## src/rtl/fetch_unit.sv

```systemverilog
// ---------------------------------------------------------------------------
// fetch_unit
//   Single-outstanding instruction fetch front end. Issues one read request
//   per instruction, captures the response, and holds it for the decode stage
//   until it is accepted. A taken-branch redirect overrides every other
//   transition and re-steers the PC.
//
// Parameters
//   RESET_PC         PC loaded on reset
//
// Ports
//   clk              clock, all state updates on the rising edge
//   rst              synchronous active-high reset
//   imem_req         one-cycle read request (only while fetching)
//   imem_addr        fetch address, valid while imem_req=1
//   imem_valid       read response strobe
//   imem_rdata       read response word
//   inst             instruction presented to decode
//   inst_pc          address of inst
//   inst_valid       inst/inst_pc hold a valid instruction
//   inst_ready       decode accepts inst this cycle
//   redirect         taken-branch redirect
//   redirect_target  new PC, low two bits forced to zero
//
// Build option
//   FETCH_NOP_SQUASH_EN  when defined, NOP responses (32'hD503201F) are
//                        skipped instead of being presented to decode
//
// States
//   S_REQ  | drive imem_req with the current PC
//   S_WAIT | request outstanding, waiting for imem_valid
//   S_HOLD | instruction presented, waiting for inst_ready
//   S_DROP | request outstanding but redirected away; discard its response
// ---------------------------------------------------------------------------
module fetch_unit #(
    parameter logic [63:0] RESET_PC = 64'h0
) (
    input  logic        clk,
    input  logic        rst,
    output logic        imem_req,
    output logic [63:0] imem_addr,
    input  logic        imem_valid,
    input  logic [31:0] imem_rdata,
    output logic [31:0] inst,
    output logic [63:0] inst_pc,
    output logic        inst_valid,
    input  logic        inst_ready,
    input  logic        redirect,
    input  logic [63:0] redirect_target
);

    typedef enum logic [1:0] {
        S_REQ  = 2'd0,
        S_WAIT = 2'd1,
        S_HOLD = 2'd2,
        S_DROP = 2'd3
    } state_t;

`ifdef FETCH_NOP_SQUASH_EN
    localparam logic [31:0] NOP_WORD = 32'hD503201F;
`endif

    state_t      state_q, state_d;
    logic [63:0] pc_q, pc_d;
    logic [31:0] inst_q, inst_d;
    logic [63:0] inst_pc_q, inst_pc_d;
    logic        inst_valid_q, inst_valid_d;
    logic [63:0] pc_inc;

    // Wraps modulo 2^64 by construction.
    assign pc_inc = pc_q + 64'd4;

    always_comb begin
        state_d      = state_q;
        pc_d         = pc_q;
        inst_d       = inst_q;
        inst_pc_d    = inst_pc_q;
        inst_valid_d = inst_valid_q;

        if (redirect) begin
            pc_d         = redirect_target & ~64'h3;
            inst_valid_d = 1'b0;
            case (state_q)
                S_REQ, S_HOLD: state_d = S_REQ;
                // A response landing in the redirect cycle is the outstanding
                // one; it is dropped here, so there is nothing left to wait
                // for. Otherwise park in S_DROP until it shows up. The same
                // holds for a repeated redirect while already dropping, or
                // S_DROP would wait forever for a response already consumed.
                S_WAIT, S_DROP: state_d = imem_valid ? S_REQ : S_DROP;
                default:        state_d = S_REQ;
            endcase
        end else begin
            case (state_q)
                S_REQ: state_d = S_WAIT;
                S_WAIT: begin
                    if (imem_valid) begin
`ifdef FETCH_NOP_SQUASH_EN
                        if (imem_rdata == NOP_WORD) begin
                            pc_d    = pc_inc;
                            state_d = S_REQ;
                        end else begin
                            inst_d       = imem_rdata;
                            inst_pc_d    = pc_q;
                            inst_valid_d = 1'b1;
                            state_d      = S_HOLD;
                        end
`else
                        inst_d       = imem_rdata;
                        inst_pc_d    = pc_q;
                        inst_valid_d = 1'b1;
                        state_d      = S_HOLD;
`endif
                    end
                end
                S_HOLD: begin
                    if (inst_ready) begin
                        pc_d         = pc_inc;
                        inst_valid_d = 1'b0;
                        state_d      = S_REQ;
                    end
                end
                S_DROP: begin
                    if (imem_valid) state_d = S_REQ;
                end
                default: state_d = S_REQ;
            endcase
        end
    end

    always_ff @(posedge clk) begin
        if (rst) begin
            state_q      <= S_REQ;
            pc_q         <= RESET_PC;
            inst_q       <= 32'h0;
            inst_pc_q    <= 64'h0;
            inst_valid_q <= 1'b0;
        end else begin
            state_q      <= state_d;
            pc_q         <= pc_d;
            inst_q       <= inst_d;
            inst_pc_q    <= inst_pc_d;
            inst_valid_q <= inst_valid_d;
        end
    end

    // Gated by rst so no request escapes while reset is held.
    assign imem_req   = (state_q == S_REQ) && !rst;
    assign imem_addr  = pc_q;
    assign inst       = inst_q;
    assign inst_pc    = inst_pc_q;
    assign inst_valid = inst_valid_q;

endmodule

```

## config.mk

```make
export PLATFORM = sky130hd
export DESIGN_NAME = fetch_unit
export DESIGN_NICKNAME = d
export VERILOG_FILES = /design/src/rtl/fetch_unit.sv
export SDC_FILE = /design/constraint.sdc
export NUM_CORES = 1
export LEC_CHECK = 0
export BUFFER_PORTS_ARGS = -buffer_cell sky130_fd_sc_hd__buf_2
export CAP_MARGIN = 30
export CORE_MARGIN = 8
export CORE_UTILIZATION = 54
export CTS_CLUSTER_SIZE = 40
export DETAILED_ROUTE_END_ITERATION = 12
export PLACE_DENSITY = 0.86
export SYNTH_ARGS = -nofsm -noshare
export SYNTH_HDL_FRONTEND = slang
export SYNTH_SLANG_ARGS = --single-unit
export TNS_END_PERCENT = 30
```

## constraint.sdc

```tcl
create_clock -name clk -period 3.6 [get_ports clk]
set_input_delay 0.36 -clock clk [delete_from_list [all_inputs] [get_ports clk]]
set_output_delay 0.36 -clock clk [all_outputs]
set_load 0.02 [all_outputs]
```

# Yosys cells after proc, flatten, opt, wreduce, memory -nomap -nowiden
# Cells that the tools add are included.
op_classes:
  n_addsub: 1
  mul: 0
  div: 0
  n_lt_le_gt_ge: 0
  eq_ne: 8
  shifts: 0
  n_mux: 13
  bitwise: 1
  n_reduce_logical: 14
ops:
  columns: ["op", "count"]
  rows:
  - ["two-way mux 64 bit", 3]
  - ["adder 64 x 3 -> 64 bit, second input constant", 1]
  - ["two-way mux 2 bit", 5]
  - ["inequality test 3 bit, second input constant", 3]
  - ["AND reduction 3 bit", 3]
  - ["one-hot mux 2 bit (4 select lines)", 1]
  - ["nonzero test 2 bit", 3]
  - ["OR reduction 2 bit", 3]
  - ["== test 2 bit, second input constant", 2]
  - ["inequality test 2 bit, second input constant", 2]
  - ["one-hot mux 2 bit (2 select lines)", 1]
  - ["AND reduction 2 bit", 2]
  - ["== test 2 x 1 -> 1 bit, second input constant", 1]
  - ["logical NOT 2 bit", 1]
  - ["two-way mux 1 bit", 2]
  - ["one-hot mux 1 bit (2 select lines)", 1]
  - ["logical AND 1 bit", 1]
  - ["logical NOT 1 bit", 1]
  - ["inverter 1 bit", 1]
totals:
  reg_bits: 163
  latch_bits: 0
  ram_bits: 0
  rom_bits: 0
  input_bits: 101
  memories: 0

# Logic depth before layout (Yosys ltp)
logic_depth:
  word_depth: 4
  mapped_depth: 9
  mapped_depth_nobuf: 6

# Least setup slack after synthesis
# No wires, ideal clock.
synth_path:
  path_kind: "register -> register"
  startpoint: "register pc_q[2], in the netlist imem_addr[2]"
  endpoint: "register pc_q[62], in the netlist imem_addr[62]"
  setup_ns: 0.132
  t_arrival_ns: 2.192
  t_required_ns: 3.468
  slack_ns: 1.276
  stages_incl_launch_ff: 10
  path_buffers: 3
  period_less_slack_ns: 2.324
  path_cell_list: "dfxtp_1 > ha_1 > and3_2 > buf_2 > and2_1 > clkbuf_1 > and3_1 > clkbuf_1 > a21oi_1 > or3b_2"
synth_between:
  elab_chain_len: 4
synth_lines:
  columns: ["element", "line_no", "rtl"]
  rows:
  - ["start, declared", "64", "logic [63:0] pc_q, pc_d;"]
  - ["start signal, assigned", "140", "pc_q <= pc_d;"]
  - ["adder 64 x 3 -> 64 bit", "71", "assign pc_inc = pc_q + 64'd4;"]
  - ["two-way mux 64 bit", "117", "if (inst_ready) begin"]
  - ["two-way mux 64 bit", "94", "case (state_q)"]
  - ["two-way mux 64 bit", "80", "if (redirect) begin"]
# No other way between the ends. The select of a mux whose other input is x is not followed.
# A chain may end at the register's enable or synchronous reset.

# Worst setup path in the final report
layout_path:
  startpoint: "register pc_q[32], in the netlist imem_addr[32]"
  endpoint: "register pc_q[58], in the netlist imem_addr[58]"
# Same word-level chain as after synthesis.

==> run_summary.xml <==
<?xml version="1.0" encoding="UTF-8"?>
<metrics>
  <group name="yosys">
    <metric name="synth_warnings" unit="">0</metric>
    <metric name="yosys.area.top_type" unit="">sky130_fd_sc_hd__dfxtp_1</metric>
    <metric name="yosysUniqueCellTypes" unit="">65</metric>
    <metric name="synth-async-reset-ratio" unit="%">0</metric>
    <metric name="synth_top_flop_cell" unit="">sky130_fd_sc_hd__dfxtp_1</metric>
    <metric name="synth.top_cell.area_share" unit="%">42.7</metric>
    <metric name="post_synth_main_area_contributors" unit="">sky130_fd_sc_hd__dfxtp_1 43%, sky130_fd_sc_hd__nand2_1 12%, sky130_fd_sc_hd__a21oi_1 7.7%</metric>
    <metric name="synth_seq_cells" unit="">159</metric>
    <metric name="yosys-top-cells-count" unit="">238 x sky130_fd_sc_hd__nand2_1, 159 x sky130_fd_sc_hd__dfxtp_1, 114 x sky130_fd_sc_hd__a21oi_1, 58 x sky130_fd_sc_hd__nor2_1, 55 x sky130_fd_sc_hd__clkbuf_1</metric>
    <metric name="synthCells" unit="">968</metric>
    <metric name="synth_enable_flop_cells" unit="">0</metric>
    <metric name="yosys.cell_count.top_type" unit="">sky130_fd_sc_hd__nand2_1</metric>
    <metric name="synth.cell_area" unit="mm²">0.00746</metric>
    <metric name="post_synth.cell_area_avg" unit="µm²">7.70</metric>
    <metric name="ys_seq_area_share" unit="%">42.7</metric>
  </group>
  <group name="grt">
    <metric name="grt_antenna_before_repair" unit="">2</metric>
    <metric name="first_pass_grt_wire_length" unit="µm">37400</metric>
    <metric name="pin_count_of_the_biggest_net_entering_global_routing" unit="">93</metric>
    <metric name="grt_use_total" unit="%">25.5</metric>
    <metric name="via_count_of_the_first_global_routing_pass" unit="">7280</metric>
    <metric name="grt.overflow.total" unit="">0</metric>
  </group>
  <group name="critical_path">
    <metric name="critical_path_cell_count" unit="">5</metric>
    <metric name="critical_path_endpoint_category" unit="">register</metric>
    <metric name="crit_path_max_fanout" unit="">9</metric>
    <metric name="crit_arrival" unit="ns">2.87</metric>
    <metric name="worstPathCellList" unit="">nand4_1 -&gt; or4_1 -&gt; nor4_1 -&gt; mux2i_1 -&gt; o31ai_1</metric>
    <metric name="crit_family" unit="">simple AND/OR/NAND/NOR gates</metric>
    <metric name="start_kind" unit="">register</metric>
    <metric name="path_buf_inv" unit="">0</metric>
    <metric name="path_class" unit="">reg -&gt; reg</metric>
    <metric name="regToRegEndpoint" unit="">imem_addr[58]$_SDFFE_PP0P_</metric>
    <metric name="slowest_delay" unit="ns">0.68</metric>
    <metric name="r2r_slack" unit="ns">1.00</metric>
    <metric name="rr_worst_depth" unit="">5</metric>
    <metric name="wp_data_required" unit="ns">3.87</metric>
    <metric name="source_of_the_worst_register_to_register_timing_path" unit="">imem_addr[32]$_SDFFE_PP0P_</metric>
    <metric name="critical-path-slowest-cell" unit="">sky130_fd_sc_hd__nor4_1</metric>
  </group>
  <group name="place">
    <metric name="place.gp.congestion" unit="">0.868</metric>
    <metric name="post-dp-hpwl" unit="µm">17300</metric>
    <metric name="portBuffers" unit="">256</metric>
  </group>
  <group name="power">
    <metric name="pwr-share-seq" unit="%">47.1</metric>
    <metric name="power_frac_clock" unit="%">42.6</metric>
    <metric name="net-switching-power" unit="mW">1.04</metric>
    <metric name="leakage" unit="nW">3.80</metric>
    <metric name="power_report.internal_total" unit="mW">3.04</metric>
    <metric name="power.switching_fraction" unit="%">25.5</metric>
    <metric name="share_comb_of_total_power" unit="%">10.3</metric>
    <metric name="max-vdd-ir-drop" unit="mV">0.306</metric>
    <metric name="power_density" unit="mW/mm²">439</metric>
  </group>
  <group name="drt">
    <metric name="wire_per_inst" unit="µm">17.7</metric>
    <metric name="initialDrtViolationCount" unit="">731</metric>
    <metric name="number_of_vias_per_cell_after_detailed_routing" unit="">5.82</metric>
    <metric name="drt.antenna.violating_nets" unit="">0</metric>
    <metric name="num_vias" unit="">7974</metric>
    <metric name="post-route-drc-count" unit="">0</metric>
    <metric name="postRouteWirelength" unit="µm">24300</metric>
    <metric name="first_pass_iters" unit="">5</metric>
  </group>
  <group name="cts">
    <metric name="cts_tree" unit="">yes</metric>
    <metric name="cts_inserted_buffers" unit="">17</metric>
    <metric name="ctsHtreeMaxLevel" unit="">4</metric>
    <metric name="clk-insertion-delay-late" unit="ns">0.42</metric>
    <metric name="cts.repair.resized" unit="">0</metric>
    <metric name="cts-root-buf" unit="">sky130_fd_sc_hd__clkbuf_16</metric>
    <metric name="ctsLongestPathBuffers" unit="">2</metric>
    <metric name="cts.sink_count" unit="">159</metric>
    <metric name="post-cts-setup-buffers" unit="">0</metric>
    <metric name="cts.clk_slew.worst_paths" unit="ns">0.06</metric>
    <metric name="postCtsHoldBufs" unit="">0</metric>
  </group>
  <group name="job">
    <metric name="timing.max_cap.violations" unit="">0</metric>
  </group>
  <group name="timing">
    <metric name="final_number_of_setup_violating_endpoints" unit="">0</metric>
    <metric name="period_utilization_post_route" unit="%">72.2</metric>
    <metric name="finalHoldWorstSlack" unit="ns">0.173</metric>
    <metric name="fmax" unit="MHz">385</metric>
    <metric name="slew_headroom" unit="%">36.1</metric>
    <metric name="drv_slew" unit="">0</metric>
    <metric name="post-route-min-period" unit="ns">2.60</metric>
    <metric name="fin_worst_skew" unit="ns">0.00946</metric>
    <metric name="tns" unit="ns">0</metric>
    <metric name="hold_viol" unit="">0</metric>
    <metric name="max_slew.worst_pin.slew" unit="ns">0.958</metric>
    <metric name="grt_setup_unrepaired" unit="">false</metric>
  </group>
  <group name="die">
    <metric name="fp.dieH" unit="µm">134</metric>
    <metric name="io-pin-count" unit="">263</metric>
    <metric name="die_width" unit="µm">134</metric>
    <metric name="placementRows" unit="">43</metric>
    <metric name="floorplan.initialDensity" unit="%">54.6</metric>
    <metric name="die_area" unit="mm²">0.0178</metric>
    <metric name="placeableCoreArea" unit="mm²">0.0137</metric>
  </group>
  <group name="min_path">
    <metric name="holdPathStages" unit="">3</metric>
    <metric name="min_delay_worst_endpoint" unit="">imem_addr[6]$_SDFFE_PP0P_</metric>
    <metric name="hold_path_startpoint" unit="">redirect_target[6]</metric>
    <metric name="hp-class" unit="">in -&gt; reg</metric>
  </group>
  <group name="layout">
    <metric name="drive_gt1_share" unit="%">25.9</metric>
    <metric name="nets" unit="">1281</metric>
    <metric name="area_added_between_synthesis_and_finish" unit="%">24.8</metric>
  </group>
  <group name="outcome">
    <metric name="run_status" unit="">complete, no violations</metric>
  </group>
</metrics>
==> power groups by stage <==
stage	sequential, mW	combinational, mW	clock, mW
after floorplan	2.00	0.197	0
after global placement	1.95	0.412	0
after detailed placement	1.96	0.419	0
after CTS	1.92	0.422	1.76
after global routing	1.93	0.455	1.83
final	1.92	0.421	1.74
==> per-layer routing <==
metal  vias to the layer above  wire, µm  global-route usage [%]  part of all wire, %
li1                       3834         -                       -                    -
met3                        49      2570                    8.70                   11
met2                       379     11700                    41.7                   48
met4                         2       500                    9.11                  2.1
met5                         -        16                       0                0.066
met1                      3710      9530                    30.6                   39
==> worst max-delay path by stage <==
stage / startpoint / end
final: imem_addr[32]$_SDFFE_PP0P_ / imem_addr[58]$_SDFFE_PP0P_
after global routing: imem_addr[32]$_SDFFE_PP0P_ / imem_addr[55]$_SDFFE_PP0P_
after CTS: imem_addr[14]$_SDFFE_PP0P_ / imem_addr[51]$_SDFFE_PP0P_
after detailed placement: imem_addr[14]$_SDFFE_PP0P_ / imem_addr[51]$_SDFFE_PP0P_
after global placement: state_q[0]$_SDFFE_PP0P_ / imem_addr[51]$_SDFFE_PP0P_
after floorplan: imem_addr[2]$_SDFFE_PP0P_ / imem_addr[62]$_SDFFE_PP0P_
==> stage by stage <==
stage / instances / area, µm² / power, mW / worst slack, ns / utilization, %
floorplan: 971 / 7470 / 2.20 / 1.28 / -
global placement: 1340 / 8740 / 2.37 / 1.16 / 63.9
detailed placement: 1340 / 8740 / 2.38 / 1.08 / 63.9
CTS: 1369 / 9300 / 4.11 / 1.05 / 68.1
global route: 1370 / 9300 / 4.22 / 0.840 / 68.1
finish: 1370 / 9300 / 4.09 / 1.00 / 68.1
==> registers in the layout (all words and copies together) (netlist names) <==
register,cells
inst,32
inst_valid,1
inst_pc,62
imem_addr,62
state_q,2
==> kinds of logic after synthesis <==
| logic type | Yosys count | synth area share (%) |
|---|---|---|
| AND/OR/NAND/NOR | 487 | 31.8 |
| AO/OA/AOI/OAI | 196 | 16.2 |
| flip-flops | 159 | 42.7 |
| buffers and inverters | 91 | 5.15 |
| XOR/XNOR | 25 | 2.94 |
| multiplexers | 8 | 1.07 |
| adder cells (fa/ha/maj) | 1 | 0.168 |
| other | 1 | 0.0503 |
==> cell type report <==
cell class              instances  area [µm²]
diodes                          1        2.50
clock inverters                 6        85.1
flip-flops and latches        159        3180
well taps                     180         225
inverters                      14        52.6
fillers                      1177        4360
multi-input cells             721        3920
repair buffers                266        1360
clock buffers                  23         478
==> cell usage in the layout, fill, tap and decap left out, types with 3 or more instances in the layout <==
cell type                   instances
sky130_fd_sc_hd__clkbuf_16         17
sky130_fd_sc_hd__a311oi_1          10
sky130_fd_sc_hd__and2_1             6
sky130_fd_sc_hd__dfxtp_1          159
sky130_fd_sc_hd__and4_1            17
sky130_fd_sc_hd__inv_1             13
sky130_fd_sc_hd__nor4_1            17
sky130_fd_sc_hd__nor3_1            23
sky130_fd_sc_hd__nor3b_1            4
sky130_fd_sc_hd__nand2_1          238
sky130_fd_sc_hd__or3_1             11
sky130_fd_sc_hd__mux2i_1            8
sky130_fd_sc_hd__buf_2            255
sky130_fd_sc_hd__o31ai_1            5
sky130_fd_sc_hd__clkbuf_1           3
sky130_fd_sc_hd__and3_1            20
sky130_fd_sc_hd__a2111oi_0          8
sky130_fd_sc_hd__xnor2_1           23
sky130_fd_sc_hd__nor4b_1            4
sky130_fd_sc_hd__nand3b_1           3
sky130_fd_sc_hd__nor2_1            58
sky130_fd_sc_hd__o211ai_1           6
sky130_fd_sc_hd__clkbuf_8           3
sky130_fd_sc_hd__nand3_1           30
sky130_fd_sc_hd__nor2b_1            5
sky130_fd_sc_hd__nand4_1           26
sky130_fd_sc_hd__a21oi_1          114
sky130_fd_sc_hd__buf_4             11
sky130_fd_sc_hd__a31oi_1            4
sky130_fd_sc_hd__conb_1             4
sky130_fd_sc_hd__o21ai_0            9
sky130_fd_sc_hd__or4_1              9
sky130_fd_sc_hd__o31a_1             3
sky130_fd_sc_hd__a211oi_1          17
==> worst reg2reg max path, stage by stage, from the launching register on <==
cell and delay [ns]:
sky130_fd_sc_hd__dfxtp_1 0.51, sky130_fd_sc_hd__nand4_1 0.30, sky130_fd_sc_hd__or4_1 0.61, sky130_fd_sc_hd__nor4_1 0.68
sky130_fd_sc_hd__mux2i_1 0.28, sky130_fd_sc_hd__o31ai_1 0.08
No activity file was read; power rests on OpenSTA's default activity.
